[src/rtl/dff_shift_reg_p.sv]
// dff_shift_reg_p: WIDTH-bit register bank with synchronous Reset/Set and a clock enable.
// Four modes: hold, shift right, shift left, parallel load. It drives true and complement
// outputs and serial taps. A shift counter pulses word_done after every WIDTH shifts.

// Single bit of the bank: picks its next value from the hold, shift or load sources.
module dff_shift_reg_p_cell (
  input  logic       clk,
  input  logic       Reset,
  input  logic       Set,
  input  logic       en,
  input  logic [1:0] mode,
  input  logic       d_i,
  input  logic       from_hi_i,   // neighbour toward MSB, used on shift right
  input  logic       from_lo_i,   // neighbour toward LSB, used on shift left
  output logic       q_o,
  output logic       nq_o
);
  logic q_q, q_d;
  logic nq_q;

  // Mode mux; only Reset/Set bypass the enable.
  always_comb begin
    q_d = q_q;
    if (en) begin
      case (mode)
        2'b01:   q_d = from_hi_i;
        2'b10:   q_d = from_lo_i;
        2'b11:   q_d = d_i;
        default: q_d = q_q;
      endcase
    end
  end

  // True and complement are both registered so n_q never glitches relative to q.
  always_ff @(posedge clk) begin
    if (Reset) begin
      q_q  <= 1'b0;
      nq_q <= 1'b1;
    end else if (Set) begin
      q_q  <= 1'b1;
      nq_q <= 1'b0;
    end else begin
      q_q  <= q_d;
      nq_q <= ~q_d;
    end
  end

  assign q_o  = q_q;
  assign nq_o = nq_q;
endmodule

module dff_shift_reg_p #(
  parameter int WIDTH  = 8,
  parameter bit ROTATE = 1'b0,
  localparam int CW    = $clog2(WIDTH)
) (
  input  logic             clk,
  input  logic             Reset,
  input  logic             Set,
  input  logic             en,
  input  logic [1:0]       mode,
  input  logic [WIDTH-1:0] d,
  input  logic             sin_msb,
  input  logic             sin_lsb,
  output logic [WIDTH-1:0] q,
  output logic [WIDTH-1:0] n_q,
  output logic             so_lsb,
  output logic             so_msb,
  output logic [CW-1:0]    shift_cnt,
  output logic             word_done
);
  localparam logic [CW-1:0] CNT_MAX = CW'(WIDTH - 1);

  logic [WIDTH-1:0] from_hi, from_lo;
  logic             fill_r, fill_l;
  logic             shift;
  logic [CW-1:0]    cnt_q, cnt_d;
  logic             wd_q, wd_d;

  // When rotating, the bit leaving one end re-enters at the other end.
  assign fill_r = ROTATE ? q[0]       : sin_msb;
  assign fill_l = ROTATE ? q[WIDTH-1] : sin_lsb;

  // Neighbour wiring: shift right pulls from i+1, shift left pulls from i-1.
  assign from_hi = {fill_r, q[WIDTH-1:1]};
  assign from_lo = {q[WIDTH-2:0], fill_l};

  genvar i;
  generate
    for (i = 0; i < WIDTH; i++) begin : g_bit
      dff_shift_reg_p_cell u_cell (
        .clk       (clk),
        .Reset     (Reset),
        .Set       (Set),
        .en        (en),
        .mode      (mode),
        .d_i       (d[i]),
        .from_hi_i (from_hi[i]),
        .from_lo_i (from_lo[i]),
        .q_o       (q[i]),
        .nq_o      (n_q[i])
      );
    end
  endgenerate

  // Taps expose the current register contents with no added latency.
  assign so_lsb = q[0];
  assign so_msb = q[WIDTH-1];

  assign shift = en & (mode == 2'b01 || mode == 2'b10);

  // Word counter: both directions count. A load restarts the word. Hold keeps the count.
  always_comb begin
    cnt_d = cnt_q;
    wd_d  = 1'b0;
    if (shift) begin
      if (cnt_q == CNT_MAX) begin
        cnt_d = '0;
        wd_d  = 1'b1;
      end else begin
        cnt_d = cnt_q + CW'(1);
      end
    end else if (en && mode == 2'b11) begin
      cnt_d = '0;
    end
  end

  // Reset and Set both discard a partial word without flagging it.
  always_ff @(posedge clk) begin
    if (Reset || Set) begin
      cnt_q <= '0;
      wd_q  <= 1'b0;
    end else begin
      cnt_q <= cnt_d;
      wd_q  <= wd_d;
    end
  end

  assign shift_cnt = cnt_q;
  assign word_done = wd_q;
endmodule

[config.mk]
export PLATFORM = sky130hd
export DESIGN_NAME = dff_shift_reg_p
export DESIGN_NICKNAME = d
export VERILOG_FILES = /design/src/rtl/dff_shift_reg_p.sv
export SDC_FILE = /design/constraint.sdc
export NUM_CORES = 1
export LEC_CHECK = 0
export CAP_MARGIN = 15
export CORE_MARGIN = 4
export CORE_UTILIZATION = 47
export CTS_CLUSTER_SIZE = 30
export DETAILED_ROUTE_END_ITERATION = 8
export MAX_ROUTING_LAYER = met4
export PLACE_DENSITY_LB_ADDON = 0.2
export SYNTH_ARGS = -nofsm -noshare
export SYNTH_HDL_FRONTEND = slang
export SYNTH_SLANG_ARGS = --single-unit
[constraint.sdc]
create_clock -name clk -period 3.38 [get_ports clk]
set_clock_uncertainty 0.2 [all_clocks]
set_input_delay 0.676 -clock clk [delete_from_list [all_inputs] [get_ports clk]]
set_output_delay 0.676 -clock clk [all_outputs]
set_load 0.05 [all_outputs]
* Word level (Yosys, flattened, before mapping)
Index checks and enable logic that the tools add are counted.
** Word-level totals
- Register bits :: 20
- Bits of input ports :: 16
- Output and inout bits :: 22
- Word-level logic and storage cells :: 74
** Operators by class
- $add $sub $neg :: 1
- Eq/ne operators :: 4
- Multiplexer cells :: 36
- Bitwise logic cells :: 10
- Reductions and logical operators :: 5
** Operator list (count)
- $mux 1 :: 25
- $pmux 1 s3 :: 8
- $mux 3 :: 3
- $not 1->1 :: 9
- $eq 2x2->1 const B :: 2
- $add 3x1->3 const B :: 1
- $eq 3x3->1 const B :: 1
- $eq 2x1->1 const B :: 1
- $logic_or 1x1->1 :: 2
- $reduce_bool 2->1 :: 1
- $reduce_or 2->1 :: 1
- $and 1x1->1 :: 1
- $logic_and 1x1->1 :: 1

* Longest topological paths before layout
- Depth in word-level cells :: 5
- Depth in mapped cells :: 7
- Mapped depth without buffers :: 5

* Hierarchy
A second synthesis with hierarchy kept.
** Unflattened totals
- Cells, all modules :: 98
- Area, all modules :: 1007.2 µm²
** By module, submodules not included
- dff_shift_reg_p_cell :: instances 8, cells an instance 10, area each 100.1 µm², seq. area each 40.0 µm²
- dff_shift_reg_p :: instances 1, cells an instance 18, area each 206.4 µm², seq. area each 80.1 µm²

* Worst setup path after synthesis
OpenSTA, ideal clock, no wires.
- Kind :: input -> register
- From :: in mode[0]
- To :: reg g_bit[1].u_cell.nq_q
- Setup time :: 0.122 ns
- Arrival :: 1.609 ns
- Data required time :: 3.058 ns
- Path slack :: 1.449 ns
- Stages :: 6
- Path buffers :: 2
- Path through :: inv_1 ha_1 nand2b_2 buf_6 buf_6 a221o_1
** On the way
- Cells in the longest elaborated chain, start to end :: 5
- Elaborated cells between the ends (all ways) :: 7
- Classes of those cells :: eq/ne (3); mux (3); bitwise (1)
** RTL lines
- start: declaration :: line 61 : input logic [1:0] mode,
- $eq 2x2->1 / $eq 2x1->1 (equally long branches) :: line 25 : case (mode)
- $pmux 1 s3 (*) :: line 25
- $mux 1 (*) :: line 24 : if (en) begin
- $not 1->1 (*) :: line 44 : nq_q <= ~q_d;
- $mux 1 (*) :: line 39 : end else if (Set) begin
- end signal: assignment :: line 44
- end: declaration :: line 19 : logic nq_q;
Mark *: on every way between the ends. The rest lies on a longest branch, timed or not.
A chain may end at the register's enable or synchronous reset.

* Final worst setup path
- From :: reg g_bit[5].u_cell.q_q
- To :: out q[5]
** RTL lines
- start: declaration :: line 18 : logic q_q, q_d;
- start signal: assignment :: line 43 : q_q <= q_d;
- end: declaration :: line 65 : output logic [WIDTH-1:0] q,
No word-level cell between the ends.

==> flow_summary.ini <==
[yosys]
syn_nets = 120
yosysTopAreaCellShare_pct = 38.00
ys_seq_area_share_pct = 38.00
synth.area.top_cells = dfxtp_1, buf_4, a222oi_1
syn_inst = 98
yosysTopAreaCell = dfxtp_1
yosysWarnings = 0
post_synth_instance_area_sq_um = 1054
ys_seq_elements = 20
syn_area_per_cell_sq_um = 10.75
synth_cell_types = 23

[placed_design]
place.gp.congestion = 0.7757
dp_cells = 137
dp_slack_ps = 777.5
port-buffer-count = 37
place.detailed.hpwl_microns = 1613

[detailed_routing]
viasPerCell = 6.093
wl_per_cell_microns = 15.63
drc_errors = 0
vias = 853
drtAntennaViolNets = 0
wirelength_microns = 2188
dr.pass1.iters = 5
drt_iter0_markers = 55

[cts]
cts_buffers = 3
cts_buffer_depth = 2
cts_resized = 0
clkTransAtPathRegs_ps = 110
insertion_delay_ps = 300
cts_tree = done
cts.sinks = 20
postCtsSetupRepairBufs = 0
htreeDepth = 1
hold_buffers = 0
clockRootBuffer = clkbuf_4

[global_routing]
track_usage_pct = 15.06
antenna_found_initial = 0
grt_overflow = 0
grt_pass1_vias = 810
grt_pass1_wl_microns = 3615
grt_max_degree = 21

[final_layout]
n_antenna_cell = 0
final_cells = 140
area_growth_pct = 21.73
drive_above_1_share_pct = 10.62
nFillCells = 195
seq_area_sq_um = 400.4
multi_input_area_sq_um = 447.9
nNetsFinal = 137

[sta]
hold_violations = 0
fmax_mhz = 414.2
fin_crit_ps = 2414
drv_slew = 0
finalSetupViolations = 0
setup_slack_ps = 965.7
rsz0062_at_grt = false
slew-limit-headroom_pct = 53.79
period_share_pct = 71.43
setup_tns_ps = 0
worstMarginPinSlew_ps = 690.9

[critical_path]
crit_type = reg -> out
slowest_stage = clkdlybuf4s50_1
slowest_delay_ps = 830
critPathMaxFanout = 4
rr_startpoint = shift_cnt[0]
cp.arrival_ps = 1540
cp-end-kind = primary output
critPathTopFamily = buffers and inverters
cp-start-kind = flop
crit_chain = clkdlybuf4s50_1
cp.buffers_inverters = 1
setup.worst_path.start = g_bit[5].u_cell.q_o
required_ps = 2500

[worst_hold_path]
hold_class = reg -> reg
hp-start = shift_cnt[0]

[outcome]
status = completed

[floorplan]
core_sq_um = 2042
rows = 16
io_pins = 38
die_h_microns = 55.35
die_area_sq_um = 3063
die_w_microns = 55.35
start_util_pct = 51.59

[power]
cellPowerDensity_nw_per_um2 = 437.9
vdd_drop_max_mv = 0.3928
p_leak_nw = 0.4924

[job]
drv_cap = 0
## cell usage in the layout (no fill, tap or decap)
master	Yosys	final
clkdlybuf4s50_1	0	37
dfxtp_1	20	20
a222oi_1	8	8
nor2_1	8	8
a221oi_1	7	7
ha_1	6	6
a221o_1	4	4
a221o_2	4	4
nor3_1	4	4
clkbuf_4	0	3
inv_1	2	2
a21oi_1	2	2
nand2b_2	1	1
nor2_8	1	1
a221oi_2	1	1
o21ai_0	1	1
and4b_2	1	1
and4bb_2	1	1
a32oi_1	1	1
nand3_1	1	1
## layer usage
metal / GRT usage (%) / up-vias / routed length (microns)
met5: - / - / 0
met4: 8.681 / 0 / 46
met3: 3.730 / 5 / 172
met2: 23.48 / 43 / 1000
met1: 17.46 / 404 / 969
li1: - / 401 / -
## cells by family (layout without fill, tap and decap cells)
| kind of cell | Yosys count | count (layout) | share of synthesized area [%] |
|---|---|---|---|
| adder cells (fa/ha/maj) | 6 | 6 | 7.126 |
| buffers and inverters | 27 | 42 | 19.48 |
| flip-flops | 20 | 20 | 38.00 |
| AND/OR/NAND/NOR | 17 | 17 | 10.21 |
| AO/OA/AOI/OAI | 28 | 28 | 25.18 |
## flip-flops by register name, indices dropped and copies added, names as in the netlist
register,flops
g_bit.u_cell.nq_o,8
g_bit.u_cell.q_o,8
shift_cnt,3
word_done,1
## final cells by class
class / count / share of cell area (%)
Clock buffer: 3 / 1.756
Inverter: 2 / 0.5854
Multi-Input combinational cell: 51 / 34.93
Sequential cell: 20 / 31.22
Tap cell: 27 / 2.634
Timing Repair Buffer: 37 / 28.88
## Yosys cell counts, drive strengths merged
cell	instances
and4bb	1
nand2b	1
a222oi	8
a221oi	8
o21ai	1
buf	23
nor3	4
dfxtp	20
nor2	9
a221o	8
ha	6
a32oi	1
a21oi	2
clkbuf	2
and4b	1
inv	2
nand3	1
## where the power goes
part           internal [mW]  switching [mW]
clock network         0.0415          0.0678
logic                 0.0711           0.116
registers              0.253          0.0120
total                  0.366           0.195
## path summary, 6_finish.rpt
| check | endpoint | slack [ps] | depth (start not counted) |
|---|---|---|---|
| setup / recovery | q[5] | 970 | 1 |
| hold / removal | shift_cnt[0] | 370 | 2 |
| setup reg to reg | shift_cnt[0] | 1880 | 5 |
| hold reg to reg | shift_cnt[0] | 370 | 2 |
## through the flow
stage	hold WS, ps	total power [mW]	utilization (%)	cell area, sq um
2_1_floorplan	356.4	0.4196	-	1054
3_3_place_gp	334.5	0.4552	61.70	1260
3_5_place_dp	346.5	0.4577	61.70	1260
4_1_cts	365.8	0.5656	62.81	1282
5_1_grt	415.5	0.5855	62.81	1282
6_report	371.1	0.5616	62.81	1282
No activity file was read; power rests on OpenSTA's default activity.
